### config.mk
export PLATFORM = sky130hd
export DESIGN_NAME = pipe_hazard_ctrl
export DESIGN_NICKNAME = d
export VERILOG_FILES = /design/src/rtl/pipe_hazard_ctrl.sv
export SDC_FILE = /design/constraint.sdc
export NUM_CORES = 1
export LEC_CHECK = 0
export BUFFER_PORTS_ARGS = -buffer_cell sky130_fd_sc_hd__buf_2
export CORE_UTILIZATION = 45
export DETAILED_ROUTE_END_ITERATION = 6
export GPL_TIMING_DRIVEN = 0
export PLACE_DENSITY = 0.84
export REMOVE_ABC_BUFFERS = 1
export SETUP_SLACK_MARGIN = 0.15
export SKIP_LAST_GASP = 1
export SLEW_MARGIN = 15
export SYNTH_ARGS = -nofsm -noshare
export SYNTH_HDL_FRONTEND = slang
export SYNTH_SLANG_ARGS = --single-unit
### constraint.sdc
create_clock -name clk -period 3.7 [get_ports clk]
set_clock_uncertainty 0.15 [all_clocks]
set_input_delay 0.185 -clock clk [delete_from_list [all_inputs] [get_ports clk]]
set_output_delay 0.185 -clock clk [all_outputs]
set_load 0.03 [all_outputs]
### src/rtl/pipe_hazard_ctrl.sv
// Pipeline hazard controller: load-use, taken-branch and data-memory stall handling.
// Define PIPE_HAZARD_WDOG_EN to build in the memory-wait watchdog (Wdog_Err).
module pipe_hazard_ctrl (
   input  logic        clk,
   input  logic        rst,
   input  logic [4:0]  ID_Rs,
   input  logic [4:0]  ID_Rt,
   input  logic        IDtoEX_MemRead,
   input  logic [4:0]  IDtoEX_Rt,
   input  logic        EX_BranchTaken,
   input  logic        MEM_MemReq,
   input  logic        MEM_MemReady,
   output logic        PC_En,
   output logic        IFtoID_En,
   output logic        IDtoEX_En,
   output logic        EXtoMEM_En,
   output logic        MEMtoWB_En,
   output logic        IFtoID_Flush,
   output logic        IDtoEX_Flush,
   output logic        MEMtoWB_Flush,
   output logic [15:0] Stall_Cycles,
   output logic        Wdog_Err
);

   typedef enum logic [1:0] {INIT, RUN, MWAIT} state_t;

   state_t state, state_nxt;
   logic   init_cnt;
   logic   load_use;
   logic   mem_stall;
   logic   mem_hold;
   logic   wdog_hit;

   assign load_use = IDtoEX_MemRead && (IDtoEX_Rt != 5'd0) &&
                     ((IDtoEX_Rt == ID_Rs) || (IDtoEX_Rt == ID_Rt));

`ifdef PIPE_HAZARD_WDOG_EN
   logic [7:0] wdog_cnt;
   logic       wdog_err;

   // Once the watchdog has fired, memory stalls are ignored until reset.
   assign mem_stall = MEM_MemReq && !MEM_MemReady && !wdog_err;
   // wdog_cnt counts completed MWAIT cycles, so 254 marks the 255th one.
   assign wdog_hit  = (state == MWAIT) && !MEM_MemReady && (wdog_cnt == 8'd254);
   assign Wdog_Err  = wdog_err;

   always_ff @(posedge clk or negedge rst) begin
      if (!rst) begin
         wdog_cnt <= '0;
         wdog_err <= 1'b0;
      end else begin
         if (state == RUN && mem_stall)
            wdog_cnt <= '0;
         else if (state == MWAIT)
            wdog_cnt <= wdog_cnt + 8'd1;
         if (wdog_hit)
            wdog_err <= 1'b1;
      end
   end
`else
   assign mem_stall = MEM_MemReq && !MEM_MemReady;
   assign wdog_hit  = 1'b0;
   assign Wdog_Err  = 1'b0;
`endif

   assign mem_hold = (state == MWAIT) ? !MEM_MemReady : mem_stall;

   always_comb begin
      state_nxt     = state;
      PC_En         = 1'b1;
      IFtoID_En     = 1'b1;
      IDtoEX_En     = 1'b1;
      EXtoMEM_En    = 1'b1;
      MEMtoWB_En    = 1'b1;
      IFtoID_Flush  = 1'b0;
      IDtoEX_Flush  = 1'b0;
      MEMtoWB_Flush = 1'b0;
      case (state)
         INIT: begin
            PC_En         = 1'b0;
            IFtoID_En     = 1'b0;
            IDtoEX_En     = 1'b0;
            EXtoMEM_En    = 1'b0;
            MEMtoWB_En    = 1'b0;
            IFtoID_Flush  = 1'b1;
            IDtoEX_Flush  = 1'b1;
            MEMtoWB_Flush = 1'b1;
            if (init_cnt)
               state_nxt = RUN;
         end
         RUN, MWAIT: begin
            if (mem_hold) begin
               PC_En         = 1'b0;
               IFtoID_En     = 1'b0;
               IDtoEX_En     = 1'b0;
               EXtoMEM_En    = 1'b0;
               MEMtoWB_En    = 1'b0;
               MEMtoWB_Flush = 1'b1;
               if (state == RUN)
                  state_nxt = MWAIT;
               else if (wdog_hit)
                  state_nxt = RUN;
            end else begin
               state_nxt = RUN;
               if (EX_BranchTaken) begin
                  IFtoID_Flush = 1'b1;
                  IDtoEX_Flush = 1'b1;
               end else if (load_use) begin
                  PC_En        = 1'b0;
                  IFtoID_En    = 1'b0;
                  IDtoEX_Flush = 1'b1;
               end
            end
         end
         default: state_nxt = INIT;
      endcase
   end

   always_ff @(posedge clk or negedge rst) begin
      if (!rst) begin
         state        <= INIT;
         init_cnt     <= 1'b0;
         Stall_Cycles <= '0;
      end else begin
         state    <= state_nxt;
         init_cnt <= (state == INIT);
         if (state != INIT && !PC_En && Stall_Cycles != 16'hFFFF)
            Stall_Cycles <= Stall_Cycles + 16'd1;
      end
   end

endmodule

; ---- Word level (Yosys, flattened, before mapping)
; Index checks and enable logic that the tools add are counted.
[word_totals]
register_bits = 19
in_bits = 21
out_inout_bits = 25
[op_classes]
add_sub_neg = 1
eq_ne = 7
mux = 20
n_reduce_logical = 13
[op_table]
columns = cell, count
row1 = $add A16 B1 Y16 const B, 1
row2 = $ne A16 B16 Y1 const B, 1
row3 = $mux W1, 11
row4 = $eq A5 B5 Y1, 2
row5 = $pmux W1 S2, 5
row6 = $mux W2, 3
row7 = $logic_and A1 B1 Y1, 5
row8 = $reduce_bool A5 Y1, 1
row9 = $pmux W2 S2, 1
row10 = $ne A3 B3 Y1 const B, 1
row11 = $eq A2 B1 Y1 const B, 1
row12 = $eq A2 B2 Y1 const B, 1
row13 = $logic_not A1 Y1, 2
row14 = $logic_not A2 Y1, 1
row15 = $ne A2 B2 Y1 const B, 1
row16 = $reduce_and A2 Y1, 1
row17 = $reduce_bool A2 Y1, 1
row18 = $reduce_or A2 Y1, 1
row19 = $logic_or A1 B1 Y1, 1

; ---- Logic depth before layout (Yosys ltp)
[logic_depth]
ltp_word = 10
ltp_mapped = 10

; ---- Least setup slack after synthesis
; No wires, ideal clock.
[synth_timing]
path_kind = register -> register
startpoint = register Stall_Cycles[0]
endpoint = register Stall_Cycles[1]
setup_time_ns = 0.128
arrival_ns = 2.058
required_ns = 3.422
slack_ns = 1.365
path_stages_with_launch = 8
synth_period_minus_slack_ns = 2.335
cell_sequence = dfrtp_1 ha_1 nand2_1 nor4_2 nand2_1 a31oi_4 buf_6 mux2_1
[synth_via]
elab_chain_len = 2
word_cells_on_any_way = 3
classes_between = add/sub: 1 / eq/ne: 1 / reduce/logical: 1
[synth_lines]
columns = element, line_no
row1 = start: declaration, 21  ; output logic [15:0] Stall_Cycles,
row2 = start signal: assignment, 128  ; Stall_Cycles <= Stall_Cycles + 16'd1;
row3 = branches (longest 2 deep; another with $add A16 B1 Y16), n/a
; Parallel ways; which one is timed is not known.
; A chain may end at the register's enable or synchronous reset.

; ---- Final worst setup path
; Same ends and word-level chain as after synthesis.

==> flow_metrics.env <==
export IMPL_worstSetupPathType="register to register"
export IMPL_grt_pass1_vias=1028
export IMPL_finalSetupViolations=0
export IMPL_synth_main_ff_cell="dfrtp_1"
export IMPL_crit_path_frequent_cell="nand2_1"
export IMPL_clock_latency_ns=0.31
export IMPL_cellPowerDensity_nw_per_um2=648
export IMPL_cp_max_fo=12
export IMPL_totalPowerFinal_uw=977
export IMPL_drtPass1Iterations=4
export IMPL_antenna_left=0
export IMPL_synth_xor_xnor_area_share=0.159
export IMPL_yosys_warnings=0
export IMPL_synth_seq_cells=19
export IMPL_htreeDepth=1
export IMPL_crit_slowest_cell="dfrtp_1"
export IMPL_cts_sinks=19
export IMPL_async_flop_share=1.00
export IMPL_layoutNonFillerInstCount=208
export IMPL_wl_met1_microns=1060
export IMPL_drv_slew=0
export IMPL_cpLargestDelayFamily="simple AND/OR/NAND/NOR gates"
export IMPL_gp_congestion=0.724
export IMPL_synth_adder_area_share=0.0495
export IMPL_fin_crit_ns=2.42
export IMPL_combinationalPowerShare=0.571
export IMPL_grt_pass1_wl_microns=4100
export IMPL_syn_mean_instance_area_sq_um=9.30
export IMPL_p_switching_uw=508
export IMPL_globalRouteTotalUtil=0.186
export IMPL_rows=18
export IMPL_drt_initial_drc_count=22
export IMPL_drc=0
export IMPL_run_status="complete, no violations"
export IMPL_switching_share=0.520
export IMPL_ios=46
export IMPL_syn_area_sq_um=1260
export IMPL_synth_compound_area_share=0.0989
export IMPL_max_stage_delay_ns=0.47
export IMPL_rr_endpoint="Stall_Cycles[1]"
export IMPL_setup_tns_final_ns=0
export IMPL_reg2reg_depth=6
export IMPL_post_route_period_util=0.654
export IMPL_fp_dieW_microns=55.0
export IMPL_nNetsFinal=205
export IMPL_root_buffer="clkbuf_4"
export IMPL_wl_microns=2450
export IMPL_clkTransAtPathRegs_ns=0.11
export IMPL_start_util=0.493
export IMPL_p_seq_frac=0.318
export IMPL_syn_inst=136
export IMPL_hold_violations=0
export IMPL_ir_worst_vdd_mv=0.740
export IMPL_route_met3_wl_microns=189
export IMPL_post_route_util=0.588
export IMPL_dr_wl_met2_microns=1170
export IMPL_dp_cells=203
export IMPL_synth_mux_area_frac=0.0257
export IMPL_r2r_start="Stall_Cycles[0]"
export IMPL_holdWs_ns=0.185
export IMPL_hold_path_class="input port to async pin"
export IMPL_p_clk_frac=0.112
export IMPL_io_buffer_count=44
export IMPL_path_buf_inv=0
export IMPL_seq_area_frac_synth=0.376
export IMPL_p_int_uw=469
export IMPL_max_cap_violations=0
export IMPL_fmax_mhz=413
export IMPL_crit_chain="ha_1 -> nand2_1 -> nor4_2 -> nand2_1 -> a31oi_4 -> mux2_1"
export IMPL_rrSetupSlack_ns=1.28
export IMPL_cts_tree="done"
export IMPL_synth_top_family_by_area="simple AND/OR/NAND/NOR gates"
export IMPL_grt_start_max_net_pins=20
export IMPL_vias=1121
export IMPL_vias_per_cell=5.39
export IMPL_mostFrequentLayoutCells="buf_2 (44), dfrtp_1 (19), xnor2_1 (13), nand2_1 (12), nor2_1 (12)"
export IMPL_highest_layer="met4"
export IMPL_syn2layout_area_growth_pct=19.3
export IMPL_required_ns=3.75
export IMPL_core_sq_um=2570
export IMPL_die_h_microns=55.0
export IMPL_synth_edf_count=0
export IMPL_synthDistinctLibCells=38
export IMPL_critPathCaptureType="register"
export IMPL_grt_overflow_total=0
export IMPL_cts_resized_gates=0
export IMPL_synthSimpleGateAreaFrac=0.227
export IMPL_antenna_found_initial=0
export IMPL_rsz0062_at_grt="no"
export IMPL_cts_buffer_depth=2
export IMPL_insertedDiodeCount=0
export IMPL_hpwlAfterDp_microns=1910
export IMPL_die_area_sq_um=3030
export IMPL_wl_per_cell_microns=11.8
export IMPL_leakage_uw=0.000728
export IMPL_cp_arrival_ns=2.47
export IMPL_numCtsBuffers=3
export IMPL_layout_commonest_cell="buf_2"
export IMPL_drive_above_1_share=0.303
export IMPL_start_kind="register"
==> Yosys cell counts, drive strengths merged, types with 2 or more instances <==
cell / number / share of area
xnor2: 13 / 0.090
nand2b: 4 / 0.020
nand2: 12 / 0.036
inv: 7 / 0.021
nand3: 7 / 0.028
xor2: 10 / 0.069
nand4: 3 / 0.015
mux2: 2 / 0.018
ha: 5 / 0.049
a21oi: 5 / 0.023
o21ai: 4 / 0.019
buf: 6 / 0.037
nor4: 2 / 0.020
o22ai: 2 / 0.0099
nor2b: 2 / 0.0099
nor2: 12 / 0.036
dfrtp: 19 / 0.38
nor3: 6 / 0.024
==> power groups by stage <==
stage          clock, uW  combinational (uW)  sequential (uW)
6_report             109                 558              310
4_1_cts              110                 563              311
2_1_floorplan          0                 355              362
5_1_grt              120                 610              319
3_3_place_gp           0                 543              310
3_5_place_dp           0                 560              314
==> metal layers <==
metal  GRT usage  vias up
met5           0        -
li1            -      540
met3      0.0273        3
met1       0.213      517
met4      0.0750        0
met2       0.343       61
==> sequential cells by signal (all words and copies together) (netlist names) <==
name and flops:
Stall_Cycles 16, state 2, init_cnt 1
==> logic make-up (layout without fill, tap and decap cells) <==
group / Yosys count / in the layout
other: 1 / 1
DFF: 19 / 19
muxes: 3 / 3
buffers and inverters: 14 / 56
adders and majority gates: 5 / 5
AOI/OAI and AO/OA: 16 / 16
and+or+nand+nor: 55 / 55
xor gates and xnor gates: 23 / 23
==> worst max-delay path by stage <==
stage | from | to | slack (ns) | depth (start not counted)
3_3_place_gp | Stall_Cycles[0] | Stall_Cycles[1] | 1.37 | 6
5_1_grt | Stall_Cycles[0] | Stall_Cycles[1] | 1.16 | 6
2_1_floorplan | Stall_Cycles[0] | Stall_Cycles[1] | 1.36 | 6
4_1_cts | Stall_Cycles[0] | Stall_Cycles[1] | 1.29 | 6
3_5_place_dp | Stall_Cycles[0] | Stall_Cycles[1] | 1.31 | 6
6_report | Stall_Cycles[0] | Stall_Cycles[1] | 1.28 | 6
==> metrics by stage <==
step / area [sq um] / setup slack (ns)
finish: 1510 / 1.28
global route: 1510 / 1.16
CTS: 1510 / 1.29
detailed placement: 1470 / 1.31
global placement: 1470 / 1.37
floorplan: 1210 / 1.36
==> cell type report <==
class	instances	area [sq um]
multi-input combinational	103	713
inverter	7	26.3
sequential	19	475
clock buffer	4	26.3
timing repair buffer	45	230
tap	30	37.5
fill	232	1060
==> repair_timing <==
action,in CTS,in global routing
setup buffers,0,0
hold buffers,1,0
hold endpoints to repair,19,0
==> worst reg2reg max path, stage by stage (launching register included) <==
cell     delay [ns]
dfrtp_1        0.47
ha_1           0.28
nand2_1        0.09
nor4_2         0.42
nand2_1        0.16
a31oi_4        0.39
mux2_1         0.36
Note: power is estimated with default switching activity, not from simulation.
